### config.mk
export PLATFORM = sky130hd
export DESIGN_NAME = pc_fetch_unit
export DESIGN_NICKNAME = d
export VERILOG_FILES = /design/src/rtl/pc_fetch_unit.sv
export SDC_FILE = /design/constraint.sdc
export NUM_CORES = 1
export LEC_CHECK = 0
export ABC_CLOCK_PERIOD_IN_PS = 5100
export CAP_MARGIN = 25
export CORE_ASPECT_RATIO = 1.5
export CORE_MARGIN = 5
export CORE_UTILIZATION = 32
export CTS_CLUSTER_SIZE = 16
export DETAILED_ROUTE_END_ITERATION = 12
export SYNTH_ARGS = -nofsm -noshare
export SYNTH_HDL_FRONTEND = slang
export SYNTH_SLANG_ARGS = --single-unit
### constraint.sdc
create_clock -name Fast_Clock -period 5.1 [get_ports Fast_Clock]
set_input_delay 1.53 -clock Fast_Clock [delete_from_list [all_inputs] [get_ports Fast_Clock]]
set_output_delay 1.53 -clock Fast_Clock [all_outputs]
set_load 0.01 [all_outputs]
### src/rtl/pc_fetch_unit.sv
// Program counter and fetch sequencer for a slot-partitioned instruction ROM.
// Optional quantum preemption timer is enabled with `define PREEMPT_TIMER_EN.
module pc_fetch_unit #(
  parameter int ADDR_WIDTH      = 13,
  parameter int SLOT_BITS       = 2,
  parameter int SLOT_WORDS_LOG2 = 9,
  parameter int QUANTUM         = 256
) (
  input  logic                       Fast_Clock,
  input  logic                       Reset,
  input  logic                       Stall,
  input  logic                       Halt,
  input  logic                       Resume,
  input  logic                       Jump_En,
  input  logic [SLOT_WORDS_LOG2-1:0] Jump_Target,
  input  logic                       Trap,
  input  logic                       Switch_Req,
  input  logic [SLOT_BITS-1:0]       Switch_Slot,
  output logic [ADDR_WIDTH-1:0]      PC,
  output logic                       Instr_Valid,
  output logic [SLOT_BITS-1:0]       Cur_Slot,
  output logic                       Preempt
);

  // state     | meaning
  // ST_RUN    | fetching; PC advances unless stalled or redirected
  // ST_HALTED | PC frozen, no valid instructions until Resume or Switch_Req
  typedef enum logic {ST_RUN, ST_HALTED} state_t;

  localparam int PAD    = ADDR_WIDTH - SLOT_BITS - SLOT_WORDS_LOG2;
  localparam int NSLOTS = 1 << SLOT_BITS;

  state_t                     state_q, state_d;
  logic [SLOT_WORDS_LOG2-1:0] lpc_q, lpc_d;
  logic [SLOT_BITS-1:0]       slot_q, slot_d;
  logic                       valid_q, valid_d;
  logic [SLOT_WORDS_LOG2-1:0] tbl_q [NSLOTS];
  logic                       tbl_we;
  logic                       preempt_int;
  logic                       do_trap;
  logic                       do_switch;

  always_comb begin
    state_d   = state_q;
    lpc_d     = lpc_q;
    slot_d    = slot_q;
    valid_d   = valid_q;
    tbl_we    = 1'b0;
    do_trap   = (state_q == ST_RUN) && (Trap || preempt_int) && (slot_q != '0);
    do_switch = !do_trap && Switch_Req;

    if (do_trap) begin
      tbl_we  = 1'b1;
      slot_d  = '0;
      lpc_d   = '0;
      valid_d = 1'b0;
    end else if (do_switch) begin
      // Same-slot switch reloads the PC being saved: one-bubble restart.
      tbl_we  = 1'b1;
      slot_d  = Switch_Slot;
      lpc_d   = (Switch_Slot == slot_q) ? lpc_q : tbl_q[Switch_Slot];
      valid_d = 1'b0;
      state_d = ST_RUN;
    end else if (state_q == ST_HALTED) begin
      valid_d = 1'b0;
      if (Resume) state_d = ST_RUN;
    end else if (Halt) begin
      state_d = ST_HALTED;
      valid_d = 1'b0;
    end else if (Jump_En) begin
      lpc_d   = Jump_Target;
      valid_d = 1'b0;
    end else if (!Stall) begin
      lpc_d   = lpc_q + 1'b1;
      valid_d = 1'b1;
    end
  end

  always_ff @(posedge Fast_Clock or posedge Reset) begin
    if (Reset) begin
      state_q <= ST_RUN;
      lpc_q   <= '0;
      slot_q  <= '0;
      valid_q <= 1'b0;
    end else begin
      state_q <= state_d;
      lpc_q   <= lpc_d;
      slot_q  <= slot_d;
      valid_q <= valid_d;
    end
  end

  always_ff @(posedge Fast_Clock or posedge Reset) begin
    if (Reset) begin
      for (int i = 0; i < NSLOTS; i++) tbl_q[i] <= '0;
    end else if (tbl_we) begin
      tbl_q[slot_q] <= lpc_q;
    end
  end

`ifdef PREEMPT_TIMER_EN
  localparam int CW = $clog2(QUANTUM) + 1;

  logic [CW-1:0] cnt_q;
  logic          preempt_q;

  assign preempt_int = (state_q == ST_RUN) && (slot_q != '0) &&
                       (cnt_q == CW'(QUANTUM - 1));

  always_ff @(posedge Fast_Clock or posedge Reset) begin
    if (Reset) begin
      cnt_q     <= '0;
      preempt_q <= 1'b0;
    end else begin
      preempt_q <= preempt_int && !Trap;
      if (slot_d != slot_q)
        cnt_q <= '0;
      else if ((state_q == ST_RUN) && (slot_q != '0) && !Stall)
        cnt_q <= cnt_q + 1'b1;
    end
  end

  assign Preempt = preempt_q;
`else
  logic unused_quantum;
  assign unused_quantum = (QUANTUM > 0);
  assign preempt_int    = 1'b0;
  assign Preempt        = 1'b0;
`endif

  assign PC          = {{PAD{1'b0}}, slot_q, lpc_q};
  assign Cur_Slot    = slot_q;
  assign Instr_Valid = valid_q;

endmodule

Yosys cells after proc, flatten, opt, wreduce, memory -nomap -nowiden
Cells that the tools add are included.
{"block": "totals", "register_bits": 49, "input_bits": 19, "output_inout_bits": 17, "elab_cells": 56}
{"block": "classes", "addsub": 1, "magnitude_cmp": 3, "n_eq_ne": 6, "muxes": 27, "bitwise": 3, "n_reduce_logical": 8}
{"operator": "$mux W9", "n": 10}
{"operator": "$bwmux W36", "n": 1}
{"operator": "$bmux W9 S2", "n": 1}
{"operator": "$demux W9 S2", "n": 1}
{"operator": "$mux W1", "n": 12}
{"operator": "$add A9 B1 Y9 const B", "n": 1}
{"operator": "$ge A3 B3 Y1 const B", "n": 2}
{"operator": "$ne A3 B1 Y1 const B", "n": 2}
{"operator": "$ne A6 B1 Y1 const B", "n": 1}
{"operator": "$not A2 Y3", "n": 2}
{"operator": "$logic_and A1 B1 Y1", "n": 4}
{"operator": "$mux W2", "n": 2}
{"operator": "$ne A4 B1 Y1 const B", "n": 1}
{"operator": "$reduce_and A4 Y1", "n": 1}
{"operator": "$reduce_bool A2 Y1", "n": 2}
{"operator": "$lt A3 B1 Y1 const B", "n": 1}
{"operator": "$ne A3 B3 Y1 const B", "n": 1}
{"operator": "$eq A2 B2 Y1", "n": 1}
{"operator": "$logic_not A1 Y1", "n": 1}
{"operator": "$not A1 Y1", "n": 1}

Logic depth before layout (Yosys ltp)
Gate-level depths: netlist (run 1).
{"block": "depth", "ltp_word": 7, "ltp_mapped": 8, "mapped_depth_nobuf": 6}

Least setup slack after synthesis (run 1)
No wires, ideal clock.
{"block": "synth_timing", "path_type": "input -> register", "startpoint": "input Switch_Slot[0]", "endpoint": "register lpc_q[3]", "setup_ps": 121, "t_arrival_ps": 2743, "required_time_ps": 4979, "slack_ps": 2236, "stages": 4, "path_buffers": 1, "path_cell_list": "buf_2 -> mux4_2 -> mux2_2 -> a22o_1"}
{"block": "synth_between", "elab_chain_cells": 7, "word_cells_on_any_way": 10, "classes_between": "eq/ne (2); mux (6); bitwise (1); reduce/logical (1)"}
{"item": "from (decl)", "line": "18", "source": "input logic [SLOT_BITS-1:0] Switch_Slot,"}
{"item": "$not A2 Y3 (implied by the code)", "line": "61", "source": "lpc_d = (Switch_Slot == slot_q) ? lpc_q : tbl_q[Switch_Slot];"}
{"item": "$bmux W9 S2", "line": "61"}
{"item": "$mux W9 (implied by the code) (2 in series)", "line": "61"}
{"item": "$mux W9", "line": "61"}
{"item": "$mux W9", "line": "57", "source": "end else if (do_switch) begin"}
{"item": "$mux W9", "line": "52", "source": "if (do_trap) begin"}
{"item": "to (signal assigned)", "line": "87", "source": "lpc_q <= lpc_d;"}
{"item": "to (decl)", "line": "34", "source": "logic [SLOT_WORDS_LOG2-1:0] lpc_q, lpc_d;"}
Several ways; a longest one is shown, not always the timed one. The select of a mux whose other input is x is not followed.
A chain may end at the register's enable or synchronous reset.

Worst setup path after layout (run 1)
Ends and elaborated chain as after synthesis.

==> reports/results.txt, run 1 <==
outcome -> completed
cts-stage hold buffer count -> 0
effective utilization at floorplan -> 0.3220
1st-pass router iterations -> 4
vias in the first global route -> 1,726
final hold vios -> 0
die area -> 10,330 sq um
DR iter-0 viols -> 72
worst hold slack -> 506.1 ps
clock skew -> 7.078 ps
Chip Width -> 84.67 microns
Avg Cell Area, Syn -> 13.06 sq um
initial antenna violation count -> 0
H-tree depth -> 2
CP endpoint kind -> flop
first-pass GRT wire length -> 9480 microns
wire per inst -> 17.56 microns
Worst Slack Setup Final -> 1568 ps
die span in y -> 122.0 microns
Tightest Pin Transition -> 905.3 ps
largest net degree at the start of global routing -> 38
post-CTS setup buffer count -> 0
CTS tree -> yes
Startpoint Class -> primary input
Synth Flop Type -> dfrtp_1
commonest non-fill, non-tap cells in the layout -> 49 x dfrtp_1, 32 x clkdlybuf4s50_1, 27 x mux2_4, 12 x mux2_2, 11 x nor2_1
CTS buffer count -> 5
cell area after synthesis -> 2676 sq um
MaxCap Viol Count -> 0
routed via count -> 1,651
data arrival time of the critical path -> 3710 ps
Antenna diodes -> 0
synthesized flop and latch total -> 49
worst rel slew slack -> 0.3951
vias per cell -> 4.928
routed wire length -> 5881 microns
power share of the clock group -> 0.208
Worst Path Required -> 5280 ps
NetSw -> 459.5 uW
Async SR Flop Fraction -> 1.000
setup_tns -> 0 ps
leakage -> 1.434 nW
DP HPWL -> 3942 microns
Mapped Cells -> 205
commonest non-fill, non-tap cell in the layout -> dfrtp_1
io pins -> 36
nets -> 247
layout cell share with drive strength beyond 1 -> 0.2807
synthesis-to-layout area growth -> 18.47%
post-synthesis sequential area ratio -> 0.4582
# DRC -> 0
Yosys cell types -> 43
Final min period -> 3532 ps
Antenna Nets Post-Route -> 0
Sink Count -> 49
Pint -> 1.077 mW
EDFF count, synth -> 0
crit path kind -> primary input to flop
Root Driver -> clkbuf_16
Max FO, Critical Path -> 13
Final Setup Violations -> 0
power per cell area -> 484.6 nW/um^2
number of cell rows -> 41
highest clock rate -> 283.1 MHz
clock latency on the worst-skew pair -> 290 ps
Core Box Area -> 8310 sq um
grt ovf -> 0
combinational power share -> 0.335
RePlAce Congestion -> 0.7271
worst slack, placed -> 1224 ps
Sequential Power Share -> 0.456
Slew Viols, Final -> 0
CTS clk-pin slew, worst paths -> 70 ps
Yosys warning count -> 0
All-Layer GR Usage -> 0.1219
HP Class -> flop to flop
RSZ-0062 raised after global routing -> false
clk buf depth -> 2
period utilization -> 0.6925
Buffers on Ports -> 32
post-cts sizing count -> 0
peak supply drop -> 0.2060 mV
Switching Share -> 0.2991
[kinds of logic (layout without fill, tap and decap cells)]
| group | Yosys count | in the layout | share of synthesized area |
|---|---|---|---|
| buffers and inverters | 24 | 45 | 0.05423 |
| muxes | 51 | 51 | 0.2889 |
| DFF | 49 | 49 | 0.4582 |
| other | 1 | 3 | 0.001401 |
| AOI/OAI and AO/OA | 30 | 30 | 0.07573 |
| adders and majority gates | 1 | 1 | 0.004674 |
| and+or+nand+nor | 42 | 42 | 0.09398 |
| xor gates and xnor gates | 7 | 7 | 0.02291 |
[through the flow]
step,cells,util,power [mW],instance area (sq um)
finish,335,0.3815,1.536,3171
global route,335,0.3815,1.625,3171
CTS,335,0.3815,1.554,3171
detailed placement,327,0.3648,1.225,3032
global placement,326,0.3624,1.213,3012
floorplan,207,-,1.069,2684
[routing by layer]
metal  vias up  wire length, microns  GRT usage
li1        776                     -          -
met1       838                  2554     0.1469
met2        32                  2968     0.2029
met3         5                   244    0.02977
met4         0                   114    0.05941
met5         -                     0          0
[sequential cells by signal, indices dropped and copies added (netlist names)]
register / cells
tbl_q: 36
Cur_Slot: 2
lpc_q: 9
Instr_Valid: 1
state_q: 1
[synthesized netlist by cell type (2+ instances only)]
cell type / instances / area (sq um)
xnor2_1: 2 / 17.52
a31oi_1: 2 / 12.51
nand2_1: 10 / 37.54
mux2_2: 12 / 135.1
nor2_1: 11 / 41.29
nand3b_4: 2 / 40.04
nor3_1: 3 / 15.01
dfrtp_1: 49 / 1226
xor2_1: 5 / 43.79
o21ai_0: 9 / 45.04
nand3_1: 4 / 20.02
clkbuf_1: 10 / 37.54
buf_6: 3 / 33.78
o211ai_1: 3 / 22.52
a21oi_1: 3 / 15.01
nand2b_1: 2 / 12.51
inv_1: 3 / 11.26
buf_4: 5 / 37.54
mux4_2: 9 / 202.7
a22o_1: 5 / 43.79
buf_2: 2 / 10.01
mux2i_1: 3 / 30.03
mux2_4: 27 / 405.4
nor2b_1: 2 / 12.51
[final timing paths]
path	from	to	slack (ps)	cells after the start
min in group asynchronous	Reset	tbl_q[34]	1500	2
worst max-delay path	Switch_Slot[0]	lpc_q[3]	1570	6
worst max register to register	Cur_Slot[1]	tbl_q[4]	3000	5
worst min register to register	tbl_q[35]	tbl_q[35]	510	1
max in group asynchronous	Reset	tbl_q[12]	3100	3
worst min-delay path	tbl_q[35]	tbl_q[35]	510	1
[area by class of cell]
cell class	instances	area, sq um
Sequential cell	49	1226
Clock buffer	6	128.9
Clock inverter	2	10.01
Fill cell	790	5140
Timing Repair Buffer	34	347.8
Tap cell	107	133.9
Inverter	3	11.26
Multi-Input combinational cell	134	1313
[power groups by stage]
stage	clock, mW	sequential, mW	combinational (mW)
after floorplan	0	0.647	0.422
after global placement	0	0.702	0.511
after detailed placement	0	0.707	0.518
after CTS	0.330	0.701	0.523
after global routing	0.342	0.724	0.559
final	0.320	0.701	0.515
[worst max-delay path, stage by stage]
cell             delay, ps
clkdlybuf4s50_1        990
xor2_1                 130
o21ai_0                260
o211a_2                390
nor2_1                 150
a22o_1                 250
(Power assumes the default switching activity.)
==> run 2: changes to the inputs <==
--- a/config.mk
+++ b/config.mk
@@ -5,7 +5,7 @@
 export SDC_FILE = /design/constraint.sdc
 export NUM_CORES = 1
 export LEC_CHECK = 0
-export ABC_CLOCK_PERIOD_IN_PS = 5100
+export ABC_CLOCK_PERIOD_IN_PS = 3400
 export CAP_MARGIN = 25
 export CORE_ASPECT_RATIO = 1.5
 export CORE_MARGIN = 5
==> constraint.sdc (replaced) <==
create_clock -name Fast_Clock -period 3.4 [get_ports Fast_Clock]
set_input_delay 1.02 -clock Fast_Clock [delete_from_list [all_inputs] [get_ports Fast_Clock]]
set_output_delay 1.02 -clock Fast_Clock [all_outputs]
set_load 0.01 [all_outputs]
==> run 2 against run 1 <==
  * Die area is the same
  * Register-to-register slack lost 1700 ps
  * Clock power grew 50%
  * Critical path type unchanged
  * Cell count grew 1.5%
  * Global-route usage is essentially flat
  * Worst hold slack lost 1.1 ps
  * Power grew 52%
  * Highest routed layer unchanged
  * Largest cell class unchanged
  * Sequential share of layout area shrank 0.30 points
  * Largest power group unchanged
==> reports/results.txt, run 2 (same netlist as run 1, synthesis figures left out) <==
outcome -> completed
Final min period -> 2609 ps
clock skew -> 4.878 ps
commonest non-fill, non-tap cell in the layout -> dfrtp_1
die span in y -> 122.0 microns
HP Class -> flop to flop
worst hold slack -> 505.1 ps
number of cell rows -> 41
Chip Width -> 84.67 microns
DP HPWL -> 4091 microns
CTS tree -> yes
Biggest register -> tbl_q
clk buf depth -> 2
Overall Power -> 2.328 mW
Startpoint Class -> primary input
grt ovf -> 0
period utilization -> 0.7672
initial antenna violation count -> 0
CP endpoint kind -> flop
1st-pass router iterations -> 4
commonest non-fill, non-tap cells in the layout -> 49 x dfrtp_1, 32 x clkdlybuf4s50_1, 27 x mux2_4, 12 x mux2_2, 11 x nor2_1
Worst Path Required -> 3570 ps
Core Box Area -> 8310 sq um
H-tree depth -> 2
cts-stage hold buffer count -> 0
highest clock rate -> 383.4 MHz
routed via count -> 1,668
# DRC -> 0
Buffers on Ports -> 32
CTS clk-pin slew, worst paths -> 60 ps
Slew Viols, Final -> 0
post-cts sizing count -> 0
Max FO, Critical Path -> 13
worst rel slew slack -> 0.5803
Tightest Pin Transition -> 629.6 ps
Root Driver -> clkbuf_16
MaxCap Viol Count -> 0
RSZ-0062 raised after global routing -> false
max FFs per register -> 36
wire per inst -> 17.63 microns
DR iter-0 viols -> 90
setup_tns -> 0 ps
vias in the first global route -> 1,762
crit path kind -> primary input to flop
power per cell area -> 728.6 nW/um^2
data arrival time of the critical path -> 2780 ps
io pins -> 36
vias per cell -> 4.906
final hold vios -> 0
leakage -> 1.454 nW
Antenna diodes -> 0
RePlAce Congestion -> 0.7594
first-pass GRT wire length -> 9604 microns
filler instances -> 819
nets -> 252
fin util -> 0.3845
Sink Count -> 49
largest net degree at the start of global routing -> 50
peak supply drop -> 0.2578 mV
layout cell share with drive strength beyond 1 -> 0.2961
Final Setup Violations -> 0
routed wire length -> 5995 microns
Antenna Nets Post-Route -> 0
clock latency on the worst-skew pair -> 290 ps
die area -> 10,330 sq um
post-CTS setup buffer count -> 0
effective utilization at floorplan -> 0.3220
CTS buffer count -> 5
synthesis-to-layout area growth -> 19.40%
All-Layer GR Usage -> 0.1216
## run 2: cell type report
class	count	area, sq um	share of cell area
Multi-Input combinational cell	134	1313	0.4107
Timing Repair Buffer	39	372.9	0.1167
Sequential cell	49	1226	0.3837
Tap cell	107	133.9	0.04190
Clock inverter	2	10.01	0.003132
Inverter	3	11.26	0.003524
Clock buffer	6	128.9	0.04033
## run 2: per-layer routing
layer / global-route usage / part of all wire / up-vias
met5: 0 / 0 / -
met4: 0.05941 / 0.021 / 0
met3: 0.02571 / 0.041 / 6
met2: 0.2088 / 0.50 / 35
met1: 0.1433 / 0.44 / 842
li1: - / - / 785
## run 2: per-stage QoR
step	worst slack (ps)	std cells	cell area, sq um
after floorplan	1046	207	2684
after global placement	499.2	332	3057
after detailed placement	471.3	332	3057
after CTS	769.2	340	3196
after global routing	614.4	340	3196
final	791.5	340	3196
## run 2: final timing paths
kind	cells past startpoint	slack, ps	startpoint	to
worst min-delay path	1	510	tbl_q[11]	tbl_q[11]
min in group asynchronous	3	1210	Reset	tbl_q[8]
worst max-delay path	7	790	Switch_Slot[0]	lpc_q[2]
max in group asynchronous	3	1760	Reset	lpc_q[1]
worst min register to register	1	510	tbl_q[11]	tbl_q[11]
worst max register to register	5	1320	Cur_Slot[1]	tbl_q[20]
## run 2: worst max-delay path, stage by stage
cell	delay, ps
clkdlybuf4s50_1	460
buf_4	240
xor2_1	100
o21ai_0	220
o211a_2	390
nor2_1	150
a22o_1	200
## run 2: power by group
| part | switching [mW] | internal, mW | leakage, nW |
|---|---|---|---|
| Clock | 0.211 | 0.270 | 0.0706 |
| Sequential | 0.243 | 0.824 | 0.631 |
| Combinational | 0.255 | 0.525 | 0.753 |
